--- src/rtl/ex_muldiv_unit.sv ---
// EX-stage iterative multiply/divide unit: shift-add multiply, restoring divide.
// Define MULDIV_DIV0_FAST_EN to finish divide-by-zero in one cycle with div_zero set.
module ex_muldiv_unit #(
  parameter int XLEN  = 32,
  parameter int CNT_W = 6
) (
  input  logic            clk,
  input  logic            rst,
  input  logic            start,
  input  logic [1:0]      op,
  input  logic [XLEN-1:0] rs_val,
  input  logic [XLEN-1:0] rt_val,
  input  logic            flush,
  output logic            stall,
  output logic            busy,
  output logic            done,
  output logic            div_zero,
  output logic [XLEN-1:0] hi,
  output logic [XLEN-1:0] lo
);

  typedef enum logic [1:0] {
    IDLE,
    RUN,
    FIX,
    DONE
  } state_t;

  state_t          state;
  logic [CNT_W-1:0] cnt;
  logic [XLEN-1:0] acc_hi;
  logic [XLEN-1:0] acc_lo;
  logic [XLEN-1:0] opnd;
  logic            is_div;
  logic            neg_main;
  logic            neg_rem;

  logic            a_neg;
  logic            b_neg;
  logic [XLEN-1:0] a_abs;
  logic [XLEN-1:0] b_abs;

  assign a_neg = ~op[0] & rs_val[XLEN-1];
  assign b_neg = ~op[0] & rt_val[XLEN-1];
  assign a_abs = a_neg ? -rs_val : rs_val;
  assign b_abs = b_neg ? -rt_val : rt_val;

  // acc_hi:acc_lo is the partial product, or remainder:quotient
  logic [XLEN:0]     add_sum;
  logic [XLEN:0]     shl;
  logic [XLEN:0]     diff;
  logic [XLEN-1:0]   nxt_hi;
  logic [XLEN-1:0]   nxt_lo;
  logic [2*XLEN-1:0] prod;
  logic [2*XLEN-1:0] prod_n;

  always_comb begin
    add_sum = {1'b0, acc_hi}
            + (acc_lo[0] ? {1'b0, opnd} : '0);
    shl     = {acc_hi, acc_lo[XLEN-1]};
    diff    = shl - {1'b0, opnd};
    nxt_hi  = add_sum[XLEN:1];
    nxt_lo  = {add_sum[0], acc_lo[XLEN-1:1]};
    if (is_div) begin
      if (diff[XLEN]) begin
        nxt_hi = shl[XLEN-1:0];
        nxt_lo = {acc_lo[XLEN-2:0], 1'b0};
      end else begin
        nxt_hi = diff[XLEN-1:0];
        nxt_lo = {acc_lo[XLEN-2:0], 1'b1};
      end
    end
  end

  assign prod   = {acc_hi, acc_lo};
  assign prod_n = -prod;

  assign busy  = (state != IDLE);
  assign stall = start | (busy & ~done);

`ifndef MULDIV_DIV0_FAST_EN
  assign div_zero = 1'b0;
`endif

  always_ff @(posedge clk) begin
    if (rst) begin
      state    <= IDLE;
      cnt      <= '0;
      acc_hi   <= '0;
      acc_lo   <= '0;
      opnd     <= '0;
      is_div   <= 1'b0;
      neg_main <= 1'b0;
      neg_rem  <= 1'b0;
      hi       <= '0;
      lo       <= '0;
      done     <= 1'b0;
`ifdef MULDIV_DIV0_FAST_EN
      div_zero <= 1'b0;
`endif
    end else if (flush) begin
      state    <= IDLE;
      done     <= 1'b0;
`ifdef MULDIV_DIV0_FAST_EN
      div_zero <= 1'b0;
`endif
    end else begin
      unique case (state)
        IDLE: begin
          done <= 1'b0;
          if (start) begin
`ifdef MULDIV_DIV0_FAST_EN
            if (op[1] && rt_val == '0) begin
              state    <= DONE;
              done     <= 1'b1;
              div_zero <= 1'b1;
            end else begin
              state <= RUN;
            end
`else
            state <= RUN;
`endif
            cnt      <= '0;
            acc_hi   <= '0;
            acc_lo   <= op[1] ? a_abs : b_abs;
            opnd     <= op[1] ? b_abs : a_abs;
            is_div   <= op[1];
            neg_main <= a_neg ^ b_neg;
            neg_rem  <= a_neg;
          end
        end
        RUN: begin
          acc_hi <= nxt_hi;
          acc_lo <= nxt_lo;
          cnt    <= cnt + 1'b1;
          if (cnt == CNT_W'(XLEN - 1))
            state <= FIX;
        end
        FIX: begin
          if (is_div) begin
            lo <= neg_main ? -acc_lo : acc_lo;
            hi <= neg_rem ? -acc_hi : acc_hi;
          end else if (neg_main) begin
            {hi, lo} <= prod_n;
          end else begin
            {hi, lo} <= prod;
          end
          done  <= 1'b1;
          state <= DONE;
        end
        DONE: begin
          done  <= 1'b0;
`ifdef MULDIV_DIV0_FAST_EN
          div_zero <= 1'b0;
`endif
          state <= IDLE;
        end
        default: state <= IDLE;
      endcase
    end
  end

endmodule
--- config.mk ---
export PLATFORM = sky130hd
export DESIGN_NAME = ex_muldiv_unit
export DESIGN_NICKNAME = d
export VERILOG_FILES = /design/src/rtl/ex_muldiv_unit.sv
export SDC_FILE = /design/constraint.sdc
export NUM_CORES = 1
export LEC_CHECK = 0
export BUFFER_PORTS_ARGS = -buffer_cell sky130_fd_sc_hd__buf_2
export CAP_MARGIN = 10
export CORE_MARGIN = 8
export CORE_UTILIZATION = 38
export CTS_BUF_LIST = sky130_fd_sc_hd__clkbuf_16
export DETAILED_ROUTE_END_ITERATION = 8
export GPL_ROUTABILITY_DRIVEN = 1
export PLACE_DENSITY = 0.55
export SLEW_MARGIN = 10
export SYNTH_ARGS = -nofsm -noshare
export SYNTH_HDL_FRONTEND = slang
export SYNTH_SLANG_ARGS = --single-unit
--- constraint.sdc ---
create_clock -name clk -period 10.6 [get_ports clk]
set_clock_uncertainty 0.15 [all_clocks]
set_input_delay 0.53 -clock clk [delete_from_list [all_inputs] [get_ports clk]]
set_output_delay 0.53 -clock clk [all_outputs]
set_load 0.1 [all_outputs]
==> metrics.txt, run 1 <==
Critical Path RT=roughly 11000 ps; RSZ-0062 raised after global routing=no; Placeable Area=between 30000 and 40000 um^2; # diodes=0; top cells by area, synth=dfxtp_1 25%, nor2_1 7.4%, ha_1 6.6%; routed len/inst=roughly 20 um; Critical Path Sink Type=flip-flop; Worst VDD drop=between 100 and 150 uV; fraction of final layout cells with drive strength greater than 1=0.1255; # IOs=138; period utilization=0.4197; Synth Instances=between 1.5k and 2k; synth warn=0; Root Driver=clkbuf_16; Clock power frac=0.362; initial core utilization=0.3833; sequential share of the synthesized area=0.2471; final count of pins violating max slew=0; Leak=between 6 and 7 nW; clock slew at reported path FFs=around 70 ps; post-cts sizing count=0; clk_lat worst skew=450 ps; CTS Hold Bufs=0; PwrDens=115.4 nW/um^2; Crit Path Category=reg2reg; Sequential Power Share=0.389; Synth Flop Type=dfxtp_1; Tot Pwr=between 1.5 and 2 mW; final setup fails=0; router iterations before antenna repair=5; Arr. time, crit path=4630 ps; H-tree depth=4; share of the synthesized area in the top cell type=0.2471; Die Wd=207.5 um; setup tns final=0 ps; dpl hpwl=between 30 and 40 mm; I/O Buffers=~140; synthesized cell area=between 10000 and 15000 um^2; post-route minimum period=around 4400 ps; Async SR Flop Fraction=0; # DRC=0; fmax=around 0.22 GHz; CTS tree=done; Sw Share=0.3458; GPL Wtd Cong=0.9405; Int Pwr=1.168 mW; DR iter-0 viols=between 1k and 1.5k; # Max-Cap Violations=0; Post-Syn Area per Cell=7.392 um^2; Site Rows=70; first-pass GRT wire length=75.40 mm; final wirelength=slightly below 50 mm; CTS buffer count=17; Worst setup SP type=flip-flop; syn nets=a little over 2k; Tot GR Track Use=0.2170; CP Max Fanout=33; Post-CTS Setup Inserts=0; die area=approximately 43000 um^2; Max Root-Sink Buffers=2; HP Class=in2reg; synthesis-to-finish area growth=11.11%; Final ANT Viol Nets=0; relative slew slack=0.2352; flops & latches, synth=172; Slew @ Worst Pin=between 1000 and 1500 ps; grt ovf=0; initial antenna violation count=0; DR vias=approximately 14k; Final Hold Fails=0; Comb pwr share=0.249; # nets final=between 2k and 2.5k; vias per cell=about 5.7; Sink Count=172; Die H=slightly above 200 um; largest net degree at the start of global routing=74; vias in the first global route=~13k; Synth cell types=just under 80; leading area contributor after synthesis=dfxtp_1; number of enable flip-flop cells after synthesis=0; status=finished, final reports clean; sw power=a little over 0.6 mW
[metal layers]
layer | GRT usage | vias to the layer above | part of all wire
li1 | - | 6864 | -
met1 | 0.3289 | 6539 | 0.50
met2 | 0.3178 | 448 | 0.42
met3 | 0.02793 | 29 | 0.067
met4 | 0.05078 | 0 | 0.015
met5 | 0 | - | 0
[cell families (layout without fill, tap and decap cells)]
kind of cell / Yosys count / after routing / share of synthesized area
multiplexers: 69 / 69 / 0.05190
buffers and inverters: 191 / 258 / 0.05343
other: 1 / 1 / 0.0002691
AO/OA/AOI/OAI: 556 / 556 / 0.2575
flip-flops: 172 / 172 / 0.2471
adder cells (fa/ha/maj): 75 / 75 / 0.06843
AND/OR/NAND/NOR: 651 / 651 / 0.2145
XOR/XNOR: 170 / 170 / 0.1069
[worst max-delay path, cell delays in order, from the launching register on]
cell      delay, ps
dfxtp_1         370
inv_1           850
nor2_1          150
ha_1            400
o211ai_1        100
a21oi_1         170
o21ai_0         150
o21ai_0         450
a31oi_1         240
o31a_1          400
o21ai_0         300
a31oi_1         150
xnor2_1         140
a221o_1         310
[state kept, by name, indices dropped and copies added (netlist names)]
name	count
cnt	6
is_div	1
hi	32
neg_rem	1
lo	32
acc_hi	32
state	2
done	1
acc_lo	32
neg_main	1
opnd	32
[placed cells by master (no fill, tap or decap), drive strengths merged, types with 4 or more instances in the layout]
cell / n
nor2: 274
dfxtp: 172
buf: 156
nand2: 153
a21oi: 150
o21ai: 126
a211oi: 123
xor2: 93
xnor2: 77
inv: 76
ha: 73
nor3: 60
mux2i: 43
nand3: 32
mux2: 26
a21o: 24
nor2b: 21
nor4: 20
o31ai: 20
or3: 18
clkbuf: 17
a31oi: 14
a22oi: 14
nand2b: 13
o211ai: 12
nand4: 12
or4: 10
and3: 9
or2: 9
o21bai: 8
o41ai: 8
o21a: 7
a311oi: 7
a221o: 6
nor3b: 6
o221ai: 5
and2: 5
o31a: 4
clkinv: 4
[final timing paths]
check | slack, ps | endpoint | from | cells after the start
hold reg to reg | 300 | hi[10] | hi[10] | 2
hold / removal | 270 | done | flush | 2
setup reg to reg | 6150 | acc_hi[29] | acc_lo[0] | 13
setup / recovery | 6150 | acc_hi[29] | acc_lo[0] | 13
[per-stage QoR]
stage                     worst slack, ps  cell area [um^2]    util  instances  hold WS [ps]
after floorplan                      7187             13930       -       1885         281.9
after global placement               6319             14890  0.4096       2388         288.0
after detailed placement             6172             14890  0.4096       2388         291.5
after CTS                            6162             15480  0.4259       2420         243.3
after global routing                 5761             15480  0.4259       2420         259.0
final                                6151             15480  0.4259       2420         267.2
[cell type report]
class	instances	area [um^2]
clock inverter	15	163.9
multi-input combinational	1522	9766
inverter	70	262.8
clock buffer	17	425.4
sequential	172	3445
timing repair buffer	156	833.3
fill	3724	20870
tap	468	585.6
[Yosys cell counts, drive strengths merged (26+ instances only)]
cell,n
nor2,274
dfxtp,172
nand2,153
a21oi,150
o21ai,126
a211oi,123
clkbuf,107
xor2,93
xnor2,77
ha,73
inv,70
nor3,60
mux2i,43
nand3,32
mux2,26
[power groups by stage]
| stage | sequential, mW | combinational [mW] | clock, mW |
|---|---|---|---|
| 4_1_cts | 0.694 | 0.441 | 0.660 |
| 3_3_place_gp | 0.708 | 0.437 | 0 |
| 3_5_place_dp | 0.709 | 0.439 | 0 |
| 5_1_grt | 0.697 | 0.482 | 0.687 |
| 2_1_floorplan | 0.715 | 0.299 | 0 |
| 6_report | 0.694 | 0.445 | 0.647 |
No activity file was read; power rests on OpenSTA's default activity.
==> run 2: changes to the inputs <==
ABC_AREA = 1   (was unset)
PLACE_DENSITY = 0.57   (was 0.55)
clock period = 3.75 ns   (was 10.6 ns; I/O delays follow)
==> run 2 against run 1 <==
Clock power rose to 3.0 times the previous value. Cell area up 27%. Sequential power rose to 3.0 times the previous value. First-iteration DRC count rose by 90%. Register-to-register slack worse by 5600 ps. Maximum frequency grew 40%. Clock-buffer cell count stayed put. Synthesized cell count grew 68%. Worst hold slack got worse by 250 ps. Critical path type unchanged. Largest cell class unchanged. Largest power group is now combinational logic.
==> metrics.txt, run 2 <==
vias in the first global route=19.16k (+51%); leading area contributor after synthesis=dfxtp_1; flops & latches, synth=172 (unchanged); Placeable Area=46260 um^2 (+27%); largest net degree at the start of global routing=74 (unchanged); # nets final=3408 (+64%); clock slew at reported path FFs=80 ps (about the same); CTS tree=done; top cells by area, synth=dfxtp_1 19%, nand2_1 19%, inv_1 11%; Leak=10.30 nW (+65%); Tot GR Track Use=0.2761 (+0.05917); Die H=231.7 um (+12%); GPL Wtd Cong=0.9918 (+5.5%); clk_lat worst skew=500 ps (+50 ps); adder-cell share of the synthesized area=0.05394 (-0.01449); XOR/XNOR Fraction of Synth Area=0.04212 (-0.06474); mux share of post-synthesis cell area=0 (-0.05190); I/O Buffers=136 (unchanged); Die Wd=231.7 um (+12%); router iterations before antenna repair=5 (unchanged); Post-CTS Setup Inserts=0 (unchanged); PwrDens=318.8 nW/um^2 (+180%); setup tns final=0 ps (unchanged); post-route minimum period=3176 ps (-1273 ps); Compound-Gate Fraction of Synth Area=0.1692 (-0.08827); Int Pwr=3.441 mW (+190%); commonest cells in the netlist=898 x nand2_1, 496 x inv_1, 361 x nor2_1; CTS buffer count=17 (unchanged); vias per cell=5.305 (-7.5%); Crit Path Category=reg2reg; sw power=2.829 mW (+360%); post-synthesis simple-gate area fraction=0.4050 (+0.1905); CTS Hold Bufs=7 (+7); fmax=0.3149 GHz (+40%); Final Hold Fails=0 (unchanged); final wirelength=76.03 mm (+57%); synthesized cell area=17680 um^2 (+27%); Root Driver=clkbuf_16; share of the synthesized area in the top cell type=0.1948 (-0.05232); Max Root-Sink Buffers=2 (unchanged); commonest non-fill, non-tap cell in the layout=nand2_1; Synth Instances=3170 (+68%); dpl hpwl=61.44 mm (+64%); final setup fails=0 (unchanged); worst stage delay on the critical path=490 ps (-360 ps); sequential share of the synthesized area=0.1948 (-0.05232); Sw Share=0.4512 (+0.1055); Site Rows=79 (+13%); RSZ-0062 raised after global routing=no; syn nets=3315 (+63%); die area=53670 um^2 (+25%); initial core utilization=0.3821 (-0.001239); Sink Count=172 (unchanged); Critical Path Sink Type=flip-flop; # DRC=0 (unchanged); grt ovf=0 (unchanged); Clock power frac=0.305 (-0.057); # Max-Cap Violations=0 (unchanged); routed len/inst=19.58 um (-2.2%); final setup margin=574.3 ps (-5577 ps); CP most frequent cell=nand2_2; Max stage delay cell, worst path=dfxtp_1; Synth cell types=55 (-29%); H-tree depth=4 (unchanged); Slew @ Worst Pin=905.9 ps (-240.0 ps); hold depth=5 (+3); Final ANT Viol Nets=0 (unchanged); Arr. time, crit path=3450 ps (-1180 ps); Synth Flop Type=dfxtp_1; Layout Utilization=0.4252 (-0.0007340); synthesis-to-finish area growth=11.28%; HP Class=in2reg; status=finished, final reports clean; Post-Place Setup Slack=602.4 ps (-5569 ps); Async SR Flop Fraction=0 (unchanged); largest family of logic cells by synthesized area=simple AND/OR/NAND/NOR gates; period utilization=0.8468 (+0.4272); most frequent cells in the layout=898 x nand2_1, 495 x inv_1, 361 x nor2_1; synth warn=0 (unchanged); Register-to-Register Path Depth=18 (+5); number of enable flip-flop cells after synthesis=0 (unchanged); relative slew slack=0.3961 (+0.1608); Post-Syn Area per Cell=5.576 um^2 (-25%); # IOs=138 (unchanged); CP Max Fanout=25 (-24%); initial antenna violation count=1 (+1); final count of pins violating max slew=0 (unchanged); fraction of final layout cells with drive strength greater than 1=0.08639 (-0.03913); top-count cell post-synth=nand2_1; DR vias=20.61k (+48%); Comb pwr share=0.368 (+0.119); Worst VDD drop=223.9 uV (+120%); post-cts sizing count=0 (unchanged); Sequential Power Share=0.327 (-0.062); DR iter-0 viols=2052 (+90%); cells along the critical path=inv_1, ha_1, fa_1, inv_1, nand2_1, nand2_1, nand3_1, nand2_2, nand2_2, nand2_2, nand2_4, nand2_4, nand2_2, nand2_4, nand3_1, nand3_1, nand2_1, a21oi_2; Worst setup SP type=flip-flop; first-pass GRT wire length=114.7 mm (+52%); Critical Path RT=4030 ps (-6750 ps)
run 2: changes by cell type after synthesis, moves of 23 or more:
cell / change
nor2_1: +88
a211oi_1: -119
clkbuf_1: -23
xnor2_1: -64
nand2_1: +747
mux2_2: -26
nand4_1: +24
o21ai_0: +88
nand3_1: +226
inv_1: +426
mux2i_1: -43
a21oi_1: +57
run 2: power groups by stage:
stage	Combinational [mW]	Sequential [mW]	Clock (mW)
after detailed placement	2.28	2.09	0
after floorplan	1.45	2.23	0
after global placement	2.28	2.09	0
after CTS	2.30	2.05	1.95
final	2.31	2.05	1.91
after global routing	2.53	2.06	2.02
run 2: cells by family after synthesis:
logic type | Yosys count
fa+ha+maj | 75
buf+inv | 617
xor+xnor | 85
other cells | 1
flops | 172
compound gates | 539
simple gates | 1681
run 2: routing by layer:
| layer | global-route usage | share of wire | vias to the layer above |
|---|---|---|---|
| li1 | - | - | 10320 |
| met1 | 0.3735 | 0.45 | 9478 |
| met2 | 0.4402 | 0.45 | 708 |
| met3 | 0.03851 | 0.064 | 102 |
| met4 | 0.1068 | 0.037 | 0 |
| met5 | 0 | 0 | - |
run 2: layout make-up:
class / count / area, um^2
antenna: 1 / 2.502
clock buffer: 17 / 425.4
clock inverter: 15 / 193.9
fill: 5145 / 26590
inverter: 505 / 1897
multi-input combinational: 2381 / 11860
sequential: 172 / 3447
tap: 607 / 759.5
timing repair buffer: 186 / 1086
run 2: stage by stage:
stage	total power [mW]	cells	area, um^2	hold slack, ps
after floorplan	3.677	3170	17680	129.0
after global placement	4.365	3844	18980	302.0
after detailed placement	4.368	3844	18980	310.2
after CTS	6.288	3883	19670	3.073
after global routing	6.615	3884	19670	52.27
final	6.270	3884	19670	20.63
run 2: path summary, 6_finish.rpt:
kind                                 start          to  slack, ps
worst min-delay path            rs_val[21]    opnd[21]         20
worst min register to register        done        done        330
worst max register to register  acc_lo[31]  acc_hi[31]        570
worst max-delay path            acc_lo[31]  acc_hi[31]        570
run 2: worst max-delay path, delay by kind of cell, from the launching register on:
kind,cells,cell delay [ps]
and+or+nand+nor,13,1540
adders and majority gates,2,600
DFF,1,490
buffers and inverters,2,210
AOI/OAI and AO/OA,1,110
==> run 3: changes to the inputs <==
PLACE_DENSITY = 0.55   (was 0.57)
clock period = 3.1 ns   (was 3.75 ns; I/O delays follow)
==> run 3 against run 2 <==
Sequential share of layout area fell by 0.43 points. Final cell count rose by 1.4%. Global-route usage rose by 0.82 points. Non-clock buffer count rose by 55. Largest cell class unchanged. Highest routed layer unchanged.
==> metrics.txt, run 3 (synthesized netlist as in run 2, its figures left out) <==
status=finished, final reports clean; CTS buffer count=17 (unchanged); initial core utilization=0.3821 (unchanged); # DRC=0 (unchanged); final wirelength=78.17 mm (+2.8%); fraction of final layout cells with drive strength greater than 1=0.1017 (+0.01532); Die Wd=231.7 um (unchanged); grt ovf=0 (unchanged); Tot GR Track Use=0.2843 (+0.008206); H-tree depth=4 (unchanged); Final Cell Area=20180 um^2 (+2.6%); Max Root-Sink Buffers=2 (unchanged); Leak=10.62 nW (+3.1%); I/O Buffers=136 (unchanged); HP Class=in2reg; setup tns final=0 ps (unchanged); largest net degree at the start of global routing=125 (+69%); Final ANT Viol Nets=0 (unchanged); Arr. time, crit path=3180 ps (-270 ps); vias in the first global route=19.84k (+3.5%); Root Driver=clkbuf_16; # IOs=138 (unchanged); routed len/inst=19.84 um (+1.3%); Placeable Area=46260 um^2 (unchanged); Layout Cells excl Fill=3940 (+1.4%); area occupied by multi-input gates=11890 um^2 (+0.31%); synthesis-to-finish area growth=14.15%; router iterations before antenna repair=6 (+1); final count of pins violating max slew=0 (unchanged); Final Hold Fails=0 (unchanged); Tot Pwr=7.793 mW (+24%); Worst setup SP type=flip-flop; DR iter-0 viols=1965 (-4.2%); vias per cell=5.337 (+0.60%); hold_ws=27.94 ps (+7.304 ps); # diodes=0 (-1); most frequent cells in the layout=897 x nand2_1, 495 x inv_1, 361 x nor2_1; post-route minimum period=2990 ps (-185.9 ps); final setup fails=0 (unchanged); placed cells=3892 (+1.2%); register-to-register setup slack=110 ps (-460 ps); dpl cell area=19360 um^2 (+2.0%); initial antenna violation count=0 (-1); clk_lat worst skew=490 ps (about the same); dpl hpwl=62.88 mm (+2.3%); PwrDens=386.2 nW/um^2 (+21%); Slew @ Worst Pin=1005 ps (+98.72 ps); die area=53670 um^2 (unchanged); clock slew at reported path FFs=80 ps (about the same); # nets final=3465 (+1.7%); GPL Wtd Cong=1.026 (+3.4%); first-pass GRT wire length=118.2 mm (+3.1%); Worst VDD drop=385.0 uV (+72%); # Max-Cap Violations=0 (unchanged); CP Max Fanout=12 (-52%); Critical Path RT=3290 ps (-740 ps); CTS tree=done; relative slew slack=0.3303 (-0.06581); fmax=0.3345 GHz (+6.2%); commonest non-fill, non-tap cell in the layout=nand2_1; RSZ-0062 raised after global routing=yes; Crit Path Category=reg2reg; fillers=5150 (+0.097%); Critical Path Sink Type=flip-flop; Die H=231.7 um (unchanged); DR vias=21.03k (+2.1%); Site Rows=79 (unchanged); Sink Count=172 (unchanged); period utilization=0.9644 (+0.1176); register area=3450 um^2 (about the same)
run 3: cell count changes in the layout (fill, tap and decap cells not counted), moves of 2 or more:
cell,delta
dlygate4sd3_1,+5
clkinv_8,-3
dfxtp_2,+2
bufinv_16,+2
inv_6,+3
dfxtp_1,-2
buf_12,+2
o21ai_0,-2
o21ai_1,+2
buf_4,+48
run 3: final timing paths:
kind / to / depth (start not counted) / from
setup reg to reg: acc_hi[3] / 15 / acc_hi[11]
hold / removal: opnd[28] / 5 / rs_val[28]
hold reg to reg: done / 2 / done
setup / recovery: acc_hi[3] / 15 / acc_hi[11]
run 3: metal layers:
metal  vias up  GRT usage  part of all wire
met4         0     0.1149             0.042
li1      10440          -                 -
met1      9716     0.3834              0.45
met5         -          0                 0
met2       755     0.4467              0.44
met3       114    0.04732             0.067
run 3: power by group:
group | internal [mW] | leakage, nW | switching, mW
logic | 0.783 | 8.91 | 2.12
registers | 2.32 | 1.40 | 0.131
clock network | 1.25 | 0.313 | 1.19
total | 4.35 | 10.6 | 3.44
run 3: repair_timing:
| action | CTS | global route |
|---|---|---|
| buffers inserted | 0 | 2 |
| endpoints found under the hold margin | 10 | 0 |
| hold buffers | 12 | 0 |
| setup endpoints to repair | 0 | 17 |
| gates resized for setup | 0 | 6 |
run 3: worst max-delay path, cell delays in order, from the launching register on:
cell and delay [ps]:
dfxtp_1 650, ha_1 400, nand2_1 200, nor2_2 80, nand2_1 90, clkinv_1 80
nand2_2 70, nand2_2 70, nand2_4 100, nand2_4 60, nand2_2 250, nand2_4 230
nand2_1 120, nand2_1 60, o21bai_1 140, a21oi_1 70
run 3: final cells by class:
class | instances | share of cell area
Multi-Input combinational cell | 2383 | 0.5895
Sequential cell | 172 | 0.1710
Inverter | 505 | 0.09401
Timing Repair Buffer | 241 | 0.07615
Tap cell | 607 | 0.03764
Clock buffer | 17 | 0.02108
Clock inverter | 15 | 0.01067
run 3: metrics by stage:
step | setup WS, ps | utilization
finish | 110.2 | 0.4362
global route | -0.6419 | 0.4362
CTS | 55.53 | 0.4350
detailed placement | 86.21 | 0.4186
global placement | 84.72 | 0.4186
floorplan | 303.5 | -
